**config.mk**
```make
export PLATFORM = sky130hd
export DESIGN_NAME = serial_comparator
export DESIGN_NICKNAME = d
export VERILOG_FILES = /design/src/rtl/serial_comparator.sv
export SDC_FILE = /design/constraint.sdc
export NUM_CORES = 1
export LEC_CHECK = 0
export ABC_AREA = 1
export CORE_MARGIN = 2
export CORE_UTILIZATION = 50
export DETAILED_ROUTE_END_ITERATION = 8
export HOLD_SLACK_MARGIN = 0.15
export MAX_ROUTING_LAYER = met4
export PLACE_DENSITY = 0.8
export SLEW_MARGIN = 0
export SYNTH_ARGS = -nofsm -noshare
export SYNTH_HDL_FRONTEND = slang
export SYNTH_SLANG_ARGS = --single-unit
export TNS_END_PERCENT = 50
```
**constraint.sdc**
```tcl
create_clock -name clk -period 1.8 [get_ports clk]
set_input_delay 0.54 -clock clk [delete_from_list [all_inputs] [get_ports clk]]
set_output_delay 0.54 -clock clk [all_outputs]
set_load 0.01 [all_outputs]
```
**src/rtl/serial_comparator.sv**
```systemverilog
// serial_comparator: bit-serial MSB-first magnitude comparator of two WIDTH-bit unsigned words
//   clk, rst         clock, synchronous active-high reset
//   start            begin a new comparison (taken only in IDLE)
//   bit_valid, A, B  one bit pair per accepted cycle, MSB first
//   busy             high while bits are being accepted
//   done             one-cycle pulse when O1..O3 become valid
//   O1, O2, O3       A>B, A=B, A<B results, held until the next start
//   bit_count        bits accepted in the current word
module serial_comparator #(
    parameter int WIDTH = 8
) (
    input  logic                         clk,
    input  logic                         rst,
    input  logic                         start,
    input  logic                         bit_valid,
    input  logic                         A,
    input  logic                         B,
    output logic                         busy,
    output logic                         done,
    output logic                         O1,
    output logic                         O2,
    output logic                         O3,
    output logic [$clog2(WIDTH+1)-1:0]   bit_count
);
    localparam int CW = $clog2(WIDTH + 1);

    typedef enum logic [1:0] {IDLE, RUN, DONE} state_t;

    state_t state, state_next;
    logic   decided, gt, lt;
    logic   accept, last, gt_n, lt_n;

    assign accept = (state == RUN) && bit_valid;
    assign last   = accept && (bit_count == CW'(WIDTH - 1));
    // The first differing bit owns the result; later bits only count.
    assign gt_n   = decided ? gt : (A & ~B);
    assign lt_n   = decided ? lt : (~A & B);

    always_comb begin
        state_next = IDLE;
        state_next = (state == IDLE) ? (start ? RUN : IDLE) :
                     (state == RUN)  ? (last ? DONE : RUN)  : IDLE;
    end

    always_ff @(posedge clk) begin
        if (rst) begin
            state     <= IDLE;
            busy      <= 1'b0;
            done      <= 1'b0;
            O1        <= 1'b0;
            O2        <= 1'b0;
            O3        <= 1'b0;
            bit_count <= '0;
            decided   <= 1'b0;
            gt        <= 1'b0;
            lt        <= 1'b0;
        end else begin
            state <= state_next;
            busy  <= state_next == RUN;
            done  <= state_next == DONE;
            if (state == IDLE && start) begin
                O1        <= 1'b0;
                O2        <= 1'b0;
                O3        <= 1'b0;
                bit_count <= '0;
                decided   <= 1'b0;
                gt        <= 1'b0;
                lt        <= 1'b0;
            end
            if (accept) begin
                bit_count <= bit_count + CW'(1);
                if (!decided && A != B) begin
                    gt      <= A & ~B;
                    lt      <= ~A & B;
                    decided <= 1'b1;
                end
            end
            // Final edge folds the last bit straight into the results.
            if (last) begin
                O1 <= gt_n;
                O2 <= ~(gt_n | lt_n);
                O3 <= lt_n;
            end
        end
    end
endmodule

```
# Word level (Yosys, flattened, before mapping)
# Cells that the tools add are included.
classes:
  addsub: 1
  eq_ne: 5
  muxes: 21
  n_bitwise: 6
  reduce_logical: 8
ops:
  columns: ["operator", "n"]
  rows:
  - ["1-bit 2-to-1 mux", 16]
  - ["4-bit 2-to-1 mux", 2]
  - ["2-bit 2-to-1 mux", 3]
  - ["4-bit by 1-bit adder with 4-bit output (second input constant)", 1]
  - ["2-bit by 1-bit equality test with 1-bit output (second input constant)", 2]
  - ["4-bit by 3-bit equality test with 1-bit output (second input constant)", 1]
  - ["1-bit logical AND", 4]
  - ["2-bit nonzero test", 2]
  - ["1-bit inverter", 3]
  - ["1-bit AND", 2]
  - ["2-bit equality test (second input constant)", 1]
  - ["2-bit logical NOT", 1]
  - ["1-bit logical NOT", 1]
  - ["1-bit != test", 1]
  - ["1-bit bitwise OR", 1]
totals:
  register_bits: 14
  inputBits: 6
  out_inout_bits: 9

# Longest topological paths before layout
# Gate-level depths: netlist of the first run.
logic_depth:
  ltp_word: 7
  mapped_depth: 7

# Worst setup path after synthesis of the first run
# OpenSTA, ideal clock, no wires.
synth_path:
  kind: "input to register"
  startpoint: "input A"
  endpoint: "register lt"
  t_arrival_ps: 1244
  path_slack_ps: 439
  path_stages: 6
  n_path_buf: 0
  path_cell_list: "inv_1 -> ha_1 -> nor2_1 -> nand2_1 -> o21ai_1 -> nor2_1"
synth_via:
  elab_chain_len: 4
synth_lines:
  columns: ["item", "line", "text"]
  rows:
  - ["from (decl)", "16", "input logic A,"]
  - ["1-bit != test or 1-bit inverter (tied branches)", "72, 74", null]
  - ["1-bit logical AND or 1-bit AND (tied branches)", "72, 74", null]
  - ["1-bit 2-to-1 mux *", "72", "if (!decided && A != B) begin"]
  - ["1-bit 2-to-1 mux *", "70", "if (accept) begin"]
  - ["to (signal assigned)", "74", "lt <= ~A & B;"]
  - ["to (decl)", "30", "logic decided, gt, lt;"]
# Every way passes the cells marked *; elsewhere a longest branch is shown, timed or not.
# A chain may end at the register's enable or synchronous reset.

# Final worst setup path of the first run
layout_path:
  startpoint: "register bit_count[2]"
  endpoint: "output bit_count[2]"
layout_rtl:
  columns: ["item", "line", "text"]
  rows:
  - ["from (decl)", "23", "output logic [$clog2(WIDTH+1)-1:0] bit_count"]
  - ["from (signal assigned)", "71", "bit_count <= bit_count + CW'(1);"]
# No word-level cell between the ends.

==> results.txt, run 1 <==
----------------------------------------------------
[Global routing]
  Number of antenna violations at the first check in global routing ... 0
  Pin count of the biggest net entering global routing ... 9
  Leftover overflow at the end of global routing ... 0
  Global-route wire length before repair ... 2.12 mm
  GRT Overall Usage ... 0.210
  Via count of the first global-routing pass ... 525

[Routing]
  Via count of the routed design ... 614
  DR WL/cell ... 10.7 microns
  Number of design-rule violations left by the first detailed-router iteration ... 8
  Routed WL ... 1.27 mm
  Number of remaining DRC errors ... 0
  Post-route antenna net violation count ... 0
  TritonRoute pass-1 iters ... 4
  Avg Vias per Cell ... 5.20

[Power and ir drop]
  Cell leakage power ... 0.396 nW
  Total power draw ... 0.000630 W
  Worst IR drop on VDD ... 0.000661 V
  Total power divided by cell area ... 734 nW/um^2

[STA]
  Unrepaired setup endpoints after global routing ... false
  Worst slew margin ... 0.844
  Post-route minimum period ... 1.75 ns
  Final Setup Violations ... 0
  Final critical-path share of the clock period ... 0.974
  Final Max Tran Viols ... 0
  Highest Clock Rate ... 0.570 GHz
  Worst clock skew on the final layout ... 0.00642 ns
  Hold Violations, Final ... 0
  Worst Tran Pin Value ... 0.233 ns
  Worst hold slack ... 0.469 ns

[Yosys]
  Cell area after synthesis ... 649 sq um
  Synthesized netlist cell count ... 85
  Top-area cell type share of the netlist area ... 0.432
  Yosys top cell by area ... sky130_fd_sc_hd__dfxtp_1
  Synth top area cells ... sky130_fd_sc_hd__dfxtp_1, sky130_fd_sc_hd__nand2_1, sky130_fd_sc_hd__a21oi_1
  Post-synth cell types ... 17
  Mean instance size in the synthesized netlist ... 7.64 sq um
  Syn nets ... 94
  Count of state elements after synthesis ... 14
  Seq/Total Area, Yosys ... 0.432
  Number of warning messages in the yosys log ... 0

[Worst setup path]
  Terminus of the critical flop-to-flop path ... O3
  Signal arrival time at the worst endpoint ... 1.21 ns
  Max Fanout on Critical Path ... 6
  Required time worst endpoint ... 1.26 ns
  WS Path Type ... flop to output pin
  Logic depth of the worst register-to-register path ... 7
  Reg-to-reg critical path startpoint ... bit_count[0]
  Slowest-stage cell, CP ... sky130_fd_sc_hd__clkdlybuf4s50_1
  Reg-to-reg setup timing slack ... 0.61 ns
  Delay of the slowest cell on the worst path ... 0.55 ns
  Category of the worst setup path capture point ... output pin
  Worst path cell trace ... clkdlybuf4s50_1
  Setup crit start kind ... flop
  Total buffers and inverters traversed by the critical path ... 1
  Delay-heaviest family, CP ... buffers and inverters

[Clock network]
  Number of sinks handled by clock tree synthesis ... 14
  CTS tree ... yes
  Number of hold-repair buffers added at the cts stage ... 0
  Worst-path clk slew ... 0.09 ns
  CTS root buf ... sky130_fd_sc_hd__clkbuf_4
  CTS buffer count ... 3
  CTS H-tree lvls ... 1
  Number of setup buffers added after CTS ... 0
  Clock latency of the later-clocked register in the worst-skew pair ... 0.28 ns
  Clock tree buffer depth ... 2

[Place]
  Detailed Place HPWL ... 984 microns
  Number of port buffers ... 14
  Final weighted congestion in routability-driven placement ... 0.862
  Number of instances in the placed design ... 114

[Finish]
  Inserted Diodes ... 0
  NumNets Final ... 114
  Filler-free cell count of the finished design ... 118
  Layout cells sized above 1 ... 0.154
  Area growth syn-to-layout ... 32.2%

[Die]
  Die ar. ... 1600 sq um
  Count of boundary I/O pins ... 15
  Die H ... 40.0 microns
  Starting Density ... 0.562
  CORE AREA ... 1160 sq um
  Horizontal die dimension ... 40.0 microns
  Cell Rows ... 12

[Hold path]
  Hold path startpoint ... O1
  Hold Path Stages ... 2
  Class of the tightest hold or removal check ... flop to flop
  Worst min-delay path endpoint ... O1

[Run]
  Max cap viols ... 0

[Status]
  Status ... finished, final reports clean

----------------------------------------------------
worst min-delay path: stages, from the launching register on:
cell	delay, ns
sky130_fd_sc_hd__dfxtp_1	0.32
sky130_fd_sc_hd__nand3_1	0.07
sky130_fd_sc_hd__nand2_1	0.04
power by group:
group          total (W)  internal (W)  leakage (nW)  switching (W)
Clock           0.000229      0.000123        0.0210       0.000106
Sequential      0.000323      0.000317         0.115     0.00000604
Combinational  0.0000777     0.0000346         0.261      0.0000432
Total           0.000630      0.000475         0.396       0.000155
through the flow:
step / setup slack (ns) / TNS, ns / area, sq um / utilization
finish: 0.0460 / 0 / 858 / 0.742
CTS: 0.0100 / 0 / 855 / 0.739
floorplan: 0.439 / 0 / 649 / -
global placement: -0.0843 / -0.143 / 817 / 0.707
detailed placement: -0.131 / -0.260 / 817 / 0.707
global route: 0.0211 / 0 / 858 / 0.742
state kept, by name, summed over array words and instances (netlist names):
name,count
bit_count,4
decided,1
O2,1
busy,1
state,2
lt,1
gt,1
O1,1
done,1
O3,1
worst max path at each step:
stage / from / endpoint / depth (start not counted) / slack (ns)
floorplan: A / lt / 6 / 0.44
global placement: A / lt / 7 / -0.08
detailed placement: A / lt / 7 / -0.13
CTS: bit_count[3] / bit_count[3] / 1 / 0.01
global route: bit_count[2] / bit_count[2] / 1 / 0.02
finish: bit_count[2] / bit_count[2] / 1 / 0.05
area by class of cell:
cell class / instances / area [sq um]
multi-input combinational: 61 / 330
clock buffer: 4 / 36.3
inverter: 9 / 33.8
sequential: 14 / 283
fill: 92 / 298
tap: 14 / 17.5
timing repair buffer: 16 / 158
routing by layer:
layer  part of all wire  wire length [microns]  GRT usage
met1               0.48                    603      0.241
met2               0.45                    564      0.339
met3              0.053                     67     0.0500
met4              0.024                     30      0.103
met5                  0                      0          -
synth_stat cells (all sizes together):
| library cell | count |
|---|---|
| nand2 | 25 |
| nor2 | 10 |
| a22oi | 1 |
| ha | 3 |
| inv | 9 |
| o21ai | 4 |
| a21oi | 9 |
| dfxtp | 14 |
| nand3 | 9 |
| buf | 1 |
repair_timing:
item | 4_1_cts | 5_1_grt
resized for setup | 1 | 2
gates cloned | 0 | 0
endpoints found under the setup margin | 1 | 2
pin swaps | 0 | 0
cell usage in the layout, fill, tap and decap left out, drive strengths merged:
cell type / count
a21oi: 9
a22oi: 1
buf: 2
clkbuf: 4
clkdlybuf4s50: 13
dfxtp: 14
dlymetal6s2s: 1
ha: 3
inv: 9
nand2: 25
nand3: 9
nor2: 10
o21ai: 4
cell families (layout without fill, tap and decap cells):
group                      after synthesis  in the layout  synth area share
DFF                                     14             14             0.432
buffers and inverters                   10             29            0.0597
adders and majority gates                3              3            0.0578
and+or+nand+nor                         44             44             0.339
AOI/OAI and AO/OA                       14             14             0.112
Note: power is estimated with default switching activity, not from simulation.
==> run 2: changes to the inputs <==
Settings changed: ABC_AREA 1 to default, PLACE_DENSITY 0.8 to 0.79.
==> run 2 against run 1 <==
Sequential share of layout area is 0.61 points lower. Clock skew fell by 0.0042 ns. Cell count fell by 14%. Clock power shrank 2%. Fmax grew 0.12%. Area after synthesis grew 3.3%. Global-route usage shrank 3.0 points. Largest cell class unchanged.
==> results.txt, run 2 <==
----------------------------------------------------
[Yosys]
  Seq/Total Area, Yosys ... 0.418
  Syn nets ... 77
  Ranking of synthesized cells by instance count ... sky130_fd_sc_hd__dfxtp_1, sky130_fd_sc_hd__a21oi_1, sky130_fd_sc_hd__nand3_1
  Adder-cell share of the synthesized area ... 0.0560
  Yosys top cell by area ... sky130_fd_sc_hd__dfxtp_1
  Share of flip-flops with an asynchronous set or reset ... 0
  Cell area after synthesis ... 671 sq um
  Post-synthesis compound-gate area fraction ... 0.213
  Largest family of logic cells by synthesized area ... simple AND/OR/NAND/NOR gates
  Mean instance size in the synthesized netlist ... 9.86 sq um
  Top-count cell post-synth ... sky130_fd_sc_hd__dfxtp_1
  Number of warning messages in the yosys log ... 0
  Top-area cell type share of the netlist area ... 0.418
  Count of state elements after synthesis ... 14
  XOR/XNOR share of the synthesized area ... 0
  Synth top area cells ... sky130_fd_sc_hd__dfxtp_1, sky130_fd_sc_hd__a21oi_1, sky130_fd_sc_hd__ha_1
  Synthesized netlist cell count ... 68
  Post-synth cell types ... 28
  EDFF count, synth ... 0
  Predominant post-synthesis flop cell ... sky130_fd_sc_hd__dfxtp_1
  Synth Area in Simple Gates ... 0.215
  Proportion of synthesized area in mux cells ... 0.0299

[Clock network]
  CTS tree ... yes
  CTS H-tree lvls ... 1
  Clock latency of the later-clocked register in the worst-skew pair ... 0.27 ns
  CTS buffer count ... 3
  Clock tree buffer depth ... 2
  CTS root buf ... sky130_fd_sc_hd__clkbuf_4
  Worst-path clk slew ... 0.09 ns
  Number of setup buffers added after CTS ... 0
  Number of sinks handled by clock tree synthesis ... 14

[STA]
  Worst slew margin ... 0.663
  Worst Tran Pin Value ... 0.504 ns
  Worst clock skew on the final layout ... 0.00219 ns
  Final critical-path share of the clock period ... 0.973
  Highest Clock Rate ... 0.571 GHz
  Hold Violations, Final ... 0
  Crit path setup slack, layout ... 0.0481 ns
  Post-route minimum period ... 1.75 ns
  Final Max Tran Viols ... 0
  Unrepaired setup endpoints after global routing ... false
  Final Setup Violations ... 0

[Global routing]
  Global-route wire length before repair ... 1.91 mm
  GRT Overall Usage ... 0.179
  Pin count of the biggest net entering global routing ... 15
  Number of antenna violations at the first check in global routing ... 0
  Leftover overflow at the end of global routing ... 0
  Via count of the first global-routing pass ... 452

[Power and ir drop]
  Worst IR drop on VDD ... 0.000562 V
  Total power divided by cell area ... 716 nW/um^2
  Cell leakage power ... 0.380 nW

[Finish]
  Highest-count cells in the layout ignoring fill and taps ... sky130_fd_sc_hd__clkdlybuf4s50_1, sky130_fd_sc_hd__dfxtp_1, sky130_fd_sc_hd__a21oi_1, sky130_fd_sc_hd__buf_4, sky130_fd_sc_hd__nand3_1
  Max reg flops ... 4
  Area growth syn-to-layout ... 31.0%
  Most frequent standard cell in the layout excluding fill and tap cells ... sky130_fd_sc_hd__clkdlybuf4s50_1
  Fin area ... 878 sq um
  Fill cells ... 103
  Inserted Diodes ... 0
  Filler-free cell count of the finished design ... 102
  Largest registers ... bit_count: 4 flops, state: 2 flops
  Layout cells sized above 1 ... 0.184
  Largest Register ... bit_count
  NumNets Final ... 97

[Die]
  CORE AREA ... 1270 sq um
  Cell Rows ... 13
  Starting Density ... 0.529
  Count of boundary I/O pins ... 15
  Die ar. ... 1650 sq um
  Horizontal die dimension ... 40.6 microns
  Die H ... 40.6 microns

[Routing]
  Number of design-rule violations left by the first detailed-router iteration ... 11
  Avg Vias per Cell ... 5.68
  Via count of the routed design ... 579
  TritonRoute pass-1 iters ... 7
  Post-route antenna net violation count ... 0
  Number of remaining DRC errors ... 0
  Routed WL ... 1.26 mm
  DR WL/cell ... 12.3 microns

[Worst setup path]
  Category of the worst setup path capture point ... output pin
  Delay of the slowest cell on the worst path ... 0.56 ns
  Delay-heaviest family, CP ... buffers and inverters
  Slowest-stage cell, CP ... sky130_fd_sc_hd__clkdlybuf4s50_1
  WS Path Type ... flop to output pin
  Total buffers and inverters traversed by the critical path ... 1
  Max Fanout on Critical Path ... 4
  Worst path cell trace ... clkdlybuf4s50_1
  Signal arrival time at the worst endpoint ... 1.21 ns
  Setup crit start kind ... flop
  Required time worst endpoint ... 1.26 ns

[Hold path]
  Class of the tightest hold or removal check ... flop to flop

[Run]
  Max cap viols ... 0

[Place]
  Number of instances in the placed design ... 98
  Placed standard-cell area ... 836 sq um
  Worst slack, placed ... -0.149 ns
  Final weighted congestion in routability-driven placement ... 0.757
  Number of port buffers ... 14
  Detailed Place HPWL ... 902 microns

[Status]
  Status ... finished, final reports clean

----------------------------------------------------
## run 2: cell count changes after synthesis, moves of 3 or more
cell / delta
sky130_fd_sc_hd__o211ai_1: +3
sky130_fd_sc_hd__o21ai_0: -3
sky130_fd_sc_hd__nor2_1: -6
sky130_fd_sc_hd__nand2_1: -19
sky130_fd_sc_hd__inv_1: -5
sky130_fd_sc_hd__nand3_1: -4
## run 2: report_power, final
group	switching, W	total, W	internal [W]
Sequential	0.00000605	0.000322	0.000316
Clock	0.000102	0.000225	0.000123
Combinational	0.0000407	0.0000820	0.0000413
Total	0.000148	0.000629	0.000481
## run 2: per-stage QoR
stage / util / power (W) / setup TNS (ns) / hold WS, ns
floorplan: - / 0.000379 / 0 / 0.456
global placement: 0.659 / 0.000410 / -0.513 / 0.466
detailed placement: 0.659 / 0.000411 / -0.786 / 0.475
CTS: 0.689 / 0.000632 / 0 / 0.487
global route: 0.692 / 0.000656 / 0 / 0.517
finish: 0.692 / 0.000629 / 0 / 0.485
## run 2: timing repair
action,4_1_cts,5_1_grt
hold buffers,0,0
resized for setup,2,2
pin swaps,0,0
endpoints found under the setup margin,2,2
## run 2: cell families (layout without fill, tap and decap cells)
logic type | after synthesis | in the layout
fa+ha+maj | 3 | 3
compound gates | 20 | 20
flops | 14 | 14
simple gates | 22 | 22
mux | 2 | 2
buf+inv | 7 | 26
## run 2: layer usage
layer | part of all wire | GRT usage
met1 | 0.45 | 0.226
met2 | 0.51 | 0.282
met3 | 0.044 | 0.0326
met4 | 0 | 0.0750
met5 | 0 | -
## run 2: worst paths after layout
check | from | to | slack (ns) | depth (start not counted)
max reg2reg | bit_count[0] | O1 | 0.50 | 4
min reg2reg | gt | gt | 0.49 | 2
max | bit_count[3] | bit_count[3] | 0.05 | 1
min | gt | gt | 0.49 | 2
## run 2: area by class of cell
cell class / count / area [sq um] / share of cell area
clock buffer: 4 / 36.3 / 0.0413
inverter: 2 / 7.51 / 0.00855
multi-input combinational: 47 / 344 / 0.392
sequential: 14 / 284 / 0.323
tap: 15 / 18.8 / 0.0214
timing repair buffer: 20 / 188 / 0.214
## run 2: tightest hold or removal path, cell delays in order (launching register included)
cell and delay [ns]:
sky130_fd_sc_hd__dfxtp_1 0.32, sky130_fd_sc_hd__o311ai_1 0.06, sky130_fd_sc_hd__a21oi_1 0.06
